## config.mk

```make
export PLATFORM = sky130hd
export DESIGN_NAME = tpic2mem
export DESIGN_NICKNAME = d
export VERILOG_FILES = /design/src/rtl/tpic2mem.sv
export SDC_FILE = /design/constraint.sdc
export NUM_CORES = 1
export LEC_CHECK = 0
export BUFFER_PORTS_ARGS = -buffer_cell sky130_fd_sc_hd__buf_2
export CAP_MARGIN = 20
export CORE_AREA = 2 2 234 236
export CTS_BUF_LIST = sky130_fd_sc_hd__clkbuf_4 sky130_fd_sc_hd__clkbuf_8
export DETAILED_ROUTE_END_ITERATION = 8
export DIE_AREA = 0 0 236 238
export PLACE_DENSITY = 0.77
export SYNTH_ARGS = -nofsm -noshare
export SYNTH_HDL_FRONTEND = slang
export SYNTH_SLANG_ARGS = --single-unit
```

## constraint.sdc

```tcl
create_clock -name clk -period 2.2 [get_ports clk]
set_input_delay 0.22 -clock clk [delete_from_list [all_inputs] [get_ports clk]]
set_output_delay 0.22 -clock clk [all_outputs]
set_load 0.02 [all_outputs]
```

## src/rtl/tpic2mem.sv

```systemverilog
// Reads the TPIC relay chain back through sin while recirculating it on sout; done pulses 2*HALF*WIDTH+1 clks after start.
// No backpressure: start is honoured only when idle; data/mismatch update only at readback completion.
module tpic2mem #(
   parameter int WIDTH = 300,
   parameter int HALF  = 4
) (
   input  logic             clk,
   input  logic             reset,
   input  logic             start,
   input  logic             sin,
   input  logic [WIDTH-1:0] expected,
   output logic             sclk,
   output logic             sout,
   output logic             busy,
   output logic             done,
   output logic [WIDTH-1:0] data,
   output logic             mismatch
);

   localparam int CW = (WIDTH > 1) ? $clog2(WIDTH) : 1;
   localparam int HW = (HALF > 1) ? $clog2(HALF) : 1;

   typedef enum logic [1:0] {IDLE, LOW, HIGH, FINISH} state_t;

   state_t           state_q, state_d;
   logic [CW-1:0]    bit_cnt_q, bit_cnt_d;
   logic [HW-1:0]    half_cnt_q, half_cnt_d;
   logic [WIDTH-1:0] sr_q, sr_d;
   logic [WIDTH-1:0] data_q, data_d;
   logic             sclk_q, sclk_d;
   logic             sout_q, sout_d;
   logic             busy_q, busy_d;
   logic             done_q, done_d;
   logic             mismatch_q, mismatch_d;

   always_comb begin
      state_d    = state_q;
      bit_cnt_d  = bit_cnt_q;
      half_cnt_d = half_cnt_q;
      sr_d       = sr_q;
      data_d     = data_q;
      sclk_d     = sclk_q;
      sout_d     = sout_q;
      busy_d     = busy_q;
      done_d     = 1'b0;
      mismatch_d = mismatch_q;
      case (state_q)
         IDLE: begin
            if (start) begin
               state_d    = LOW;
               busy_d     = 1'b1;
               bit_cnt_d  = '0;
               half_cnt_d = '0;
               sclk_d     = 1'b0;
            end
         end
         LOW: begin
            // Sample once per bit, well after the previous sclk rise moved the chain.
            if (half_cnt_q == '0) begin
               sr_d   = WIDTH'({sr_q, sin});
               sout_d = sin;
            end
            if (half_cnt_q == HW'(HALF - 1)) begin
               half_cnt_d = '0;
               state_d    = HIGH;
               sclk_d     = 1'b1;
            end else begin
               half_cnt_d = half_cnt_q + HW'(1);
            end
         end
         HIGH: begin
            if (half_cnt_q == HW'(HALF - 1)) begin
               half_cnt_d = '0;
               sclk_d     = 1'b0;
               if (bit_cnt_q == CW'(WIDTH - 1)) begin
                  state_d = FINISH;
               end else begin
                  bit_cnt_d = bit_cnt_q + CW'(1);
                  state_d   = LOW;
               end
            end else begin
               half_cnt_d = half_cnt_q + HW'(1);
            end
         end
         FINISH: begin
            data_d     = sr_q;
            mismatch_d = (sr_q != expected);
            done_d     = 1'b1;
            busy_d     = 1'b0;
            state_d    = IDLE;
         end
         default: state_d = IDLE;
      endcase
   end

   always_ff @(posedge clk or negedge reset) begin
      if (!reset) begin
         state_q    <= IDLE;
         bit_cnt_q  <= '0;
         half_cnt_q <= '0;
         sr_q       <= '0;
         data_q     <= '0;
         sclk_q     <= 1'b0;
         sout_q     <= 1'b0;
         busy_q     <= 1'b0;
         done_q     <= 1'b0;
         mismatch_q <= 1'b0;
      end else begin
         state_q    <= state_d;
         bit_cnt_q  <= bit_cnt_d;
         half_cnt_q <= half_cnt_d;
         sr_q       <= sr_d;
         data_q     <= data_d;
         sclk_q     <= sclk_d;
         sout_q     <= sout_d;
         busy_q     <= busy_d;
         done_q     <= done_d;
         mismatch_q <= mismatch_d;
      end
   end

   assign sclk     = sclk_q;
   assign sout     = sout_q;
   assign busy     = busy_q;
   assign done     = done_q;
   assign data     = data_q;
   assign mismatch = mismatch_q;

endmodule

```

# Yosys cells after proc, flatten, opt, wreduce, memory -nomap -nowiden
# Index checks and enable logic that the tools add are counted.
# word_totals
reg_bits	618
input_bits	304
output_inout_bits	305
word_cells	54
# op_classes
n_addsub	2
eq_ne	10
n_mux	19
reduce_logical	13
# op_table
operator	count
!= test 300 bit	1
two-way mux 9 bit	3
case mux 9 bit (2 select lines)	1
two-way mux 2 bit	6
adder 9 x 1 -> 9 bit (second input constant)	1
equality test 9 bit (second input constant)	1
!= test 2 bit (second input constant)	4
case mux 2 bit (4 select lines)	1
AND reduction 4 bit	2
equality test 2 bit (second input constant)	3
AND reduction 2 bit	3
nonzero test 2 bit	3
two-way mux 1 bit	5
logical NOT 2 bit	2
case mux 2 bit (2 select lines)	1
case mux 1 bit (3 select lines)	1
AND reduction 3 bit	1
nonzero test 3 bit	1
adder 2 x 1 -> 2 bit (second input constant)	1
equality test 2 x 1 -> 1 bit (second input constant)	1
case mux 1 bit (2 select lines)	1
OR reduction 2 bit	1

# Logic depth before layout (Yosys ltp)
# depth
ltp_word	4
mapped_depth	10

# Worst setup path after synthesis
# No wires, ideal clock.
# synth_path
kind	register to register
from	register sr_q[4]
to	register mismatch_q (netlist: mismatch)
setup_ps	126
t_arrival_ps	1957
slack_ps	117
stages_incl_launch_ff	8
path_buffers	0
period_less_slack_ps	2083
cell_sequence	dfrtp_1 and2b_1 a2111o_1 a2111oi_2 nand4_1 nor4_2 nand3_1 o32a_1
# synth_via
elab_chain_len	1
# synth_lines
item	line_no	rtl
from (decl)	28	logic [WIDTH-1:0] sr_q, sr_d;
from (signal assigned)	112	sr_q <= sr_d;
!= test 300 bit	87	mismatch_d = (sr_q != expected);
to (signal assigned)	118	mismatch_q <= mismatch_d;
to (decl)	34	logic mismatch_q, mismatch_d;
# No other way between the ends.
# A chain may end at the register's enable or synchronous reset.

# Worst setup path after layout
# layout_path
from	register sr_q[69]
to	register mismatch_q (netlist: mismatch)
# The elaborated chain is that of the path after synthesis.

==> results by group <==
Floorplanning
  • Number of top-level pins: 609
  • Die X: 236 um
  • Site Rows: 85
  • Die Height: 238 um
  • Initial core utilization: 49.65%
  • Core area: 0.05350 mm2
  • Area of the die: ~0.056 mm2

Placement
  • Place WS: -0.5862 ns
  • Placer Congestion: 1.061
  • IO buf count: roughly 600
  • Placed cell areas: about 0.033 mm2
  • Dpl cells: 3596
  • Post-DP HPWL: 93070 um

STA
  • Slew HR: 44.14%
  • Max Clock Skew: 0.03944 ns
  • Max Slew Vio Count: 0
  • Ratio of final minimum period to clock period: 113.0%
  • Max Freq: approximately 0.40 GHz
  • Setup TNS: -0.2856 ns
  • Final hold violation count: 0
  • RSZ-0062 raised after global routing: true
  • # setup viols final: 1
  • Setup ws final: -0.2856 ns
  • Measured slew at the worst slew-check pin: 0.8350 ns
  • Period minus WS final: 2.486 ns

Routing
  • Final ANT Viol Nets: 0
  • Avg WL per Cell: approximately 30 um
  • Routed Wire Length: 115600 um
  • Routed vias: 22.17k
  • Iter 0 DRT Violations: 2008
  • DRT Pass-1 Iters: 5
  • Vias/cell: 5.803
  • Number of remaining DRC errors: 0

Logic synthesis
  • Most common flop cell mapped by yosys: dfrtp_1
  • Syn Std Cell Area: 0.02656 mm2
  • Ys Warns: 0
  • Post-synth EDFFs: 0
  • Synth cell types: between 40 and 50
  • Synth Area in Simple Gates: 5.032%
  • Main combinational cell family by area after synthesis: multiplexers
  • Mux cell area share after synthesis: 22.97%
  • Synth Area in Adders: 0.3298%
  • Syn_nets: 2291
  • Synth async-reset ratio: 100.0%
  • Post-synthesis compound-gate area fraction: 5.182%
  • Post-synthesis xor/xnor area fraction: 5.507%
  • Seq/Total Area, Yosys: 58.14%
  • Synthesized netlist cell count: 1980
  • Yosys reg bits: 617
  • Avg Cell Area, Syn: between 10 and 15 um2

Cells and area
  • Share of cells above drive strength 1: between 50% and 60%
  • Most frequent cells in the layout: dfrtp_1, buf_2, mux2_2
  • Commonest non-fill, non-tap cell in the layout: dfrtp_1
  • Non-Filler Instances: 3820
  • Area Overhead vs Synth: 35.51%
  • Layout Nets: 3320
  • Seq. cell area: 0.01544 mm2
  • Filler cells: ~4k
  • Final Cell Area: 0.03599 mm2
  • Area of the multi-input gates: 0.01052 mm2

Outcome
  • Violated checks: negative setup slack
  • Run status: finished, violations left

Pwr
  • Pleak: 19.40 nW
  • Pwr dens: 831.0 mW/mm2
  • Tot Pwr: between 0.02 and 0.03 W
  • VDD IR max: 576.0 uV

Clock tree
  • Clock-pin transition on the worst setup and hold timing paths: 0.07 ns
  • CTS tree: done
  • Deepest clock path buffer count: 3
  • Num CTS Buffers: approximately 100
  • # H-tree levels: 3
  • Later-pin clock latency in the skew report: 0.74 ns
  • Clk sinks: 617
  • CTS Root Cell: clkbuf_8

Worst setup path
  • CP Launch Type: register
  • Critical Path End Type: register
  • CP max FO: 2
  • CP Class: register to register
  • Critical path arrival: 3.07 ns
  • Worst Path Required: 2.79 ns

Global route
  • Antenna violations before repair: 62
  • Largest net degree at the start of global routing: 81
  • Tot GR Track Use: 40.78%
  • Number of global-route vias before repair: 22.50k
  • Grt ovf: 0
  • First-pass GRT wire length: 161100 um

Worst hold path
  • Hold Crit Class: primary input to register

Run
  • Max-cap violation count: 0
==> synthesized netlist by cell type, types with 2 or more instances <==
library cell / count / share of area, %
nor2b_1: 28 / 0.66
nor3_1: 4 / 0.075
a22oi_1: 4 / 0.11
nand3_1: 6 / 0.11
inv_1: 107 / 1.5
or3_1: 2 / 0.047
mux2_2: 540 / 23
a21oi_1: 3 / 0.057
o221ai_1: 3 / 0.099
dfrtp_1: 617 / 58
a2111oi_2: 2 / 0.11
a2111o_1: 6 / 0.25
mux2i_1: 2 / 0.075
ha_1: 7 / 0.33
o21ai_0: 66 / 1.2
nand4_1: 35 / 0.82
xnor2_1: 81 / 2.7
a221oi_1: 10 / 0.33
o2111ai_1: 11 / 0.36
inv_2: 18 / 0.25
o22ai_1: 39 / 0.92
a2111oi_0: 8 / 0.26
nand2b_1: 28 / 0.66
or2_2: 2 / 0.047
o2bb2ai_1: 19 / 0.63
a22o_1: 10 / 0.33
clkbuf_1: 72 / 1.0
o21ai_1: 3 / 0.057
nor4_1: 39 / 0.92
xor2_1: 86 / 2.8
nor2_1: 5 / 0.071
nand2_1: 93 / 1.3
buf_1: 3 / 0.042
o31ai_1: 7 / 0.20
nor4_2: 2 / 0.094
==> state kept, by name, summed over array words and instances, names as in the netlist <==
register and count:
busy 1, half_cnt_q 2, data 300, bit_cnt_q 9, state_q 2, sclk 1, mismatch 1, done 1
sr_q 300
==> routing by layer <==
layer	vias up	share of wire, %	global-route usage (%)	wire, um
met3	429	11	13.06	12670
li1	9134	-	-	-
met1	11164	38	51.15	43410
met2	1396	44	61.14	50890
met5	-	0.24	0.1732	273
met4	46	7.3	26.37	8388
==> through the flow <==
step | util [%] | hold WS, ns
final | 67.28 | 0.05293
after global routing | 67.19 | 0.06481
after detailed placement | 62.53 | 0.2276
after floorplan | - | -0.07559
after CTS | 67.03 | 0.01539
after global placement | 62.53 | 0.2245
==> critical path, stage by stage, from the launching register on <==
cell and delay, ns:
dfrtp_1 0.43, xor2_1 0.19, nor4_4 0.53, buf_4 0.22, nand4_1 0.10, nor4_2 0.29
buf_4 0.16, nand3_1 0.08, o32a_1 0.35
==> final timing paths <==
| check | start | end | slack [ns] | depth (start not counted) |
|---|---|---|---|---|
| hold reg to reg | bit_cnt_q[8]$_DFFE_PN0P_ | bit_cnt_q[8]$_DFFE_PN0P_ | 0.49 | 1 |
| setup / recovery | sr_q[69]$_DFFE_PN0P_ | mismatch$_DFFE_PN0P_ | -0.29 | 8 |
| setup reg to reg | sr_q[69]$_DFFE_PN0P_ | mismatch$_DFFE_PN0P_ | -0.29 | 8 |
| min in group asynchronous | reset | sr_q[58]$_DFFE_PN0P_ | 0.07 | 2 |
| max in group asynchronous | reset | sr_q[227]$_DFFE_PN0P_ | 1.23 | 4 |
| hold / removal | expected[19] | mismatch$_DFFE_PN0P_ | 0.05 | 5 |
==> layout make-up <==
type / count / area share, %
antenna: 40 / 0.2781
clock buffer: 154 / 5.437
clock inverter: 25 / 0.8413
inverter: 126 / 1.314
multi-input combinational: 1162 / 29.22
sequential: 617 / 42.90
tap: 696 / 2.420
timing repair buffer: 1000 / 17.58
==> cell families after synthesis <==
family	count (synthesis)
AOI/OAI and AO/OA	197
xor gates and xnor gates	167
adders and majority gates	7
buffers and inverters	201
DFF	617
muxes	542
and+or+nand+nor	249
==> report_power, final <==
group	total (W)	switching (W)	internal [W]
Sequential	0.0119	0.000242	0.0117
Combinational	0.00675	0.00392	0.00283
Clock	0.0112	0.00487	0.00638
==> what timing repair did <==
item                                    in CTS  in global routing
hold buffers                                 3                  0
endpoints found under the setup margin       3                  9
setup buffers                                2                  0
pin swaps                                   11                  0
gates resized for setup                     15                  5
hold endpoints to repair                   372                  0
Power figures use the tool's default switching activity.
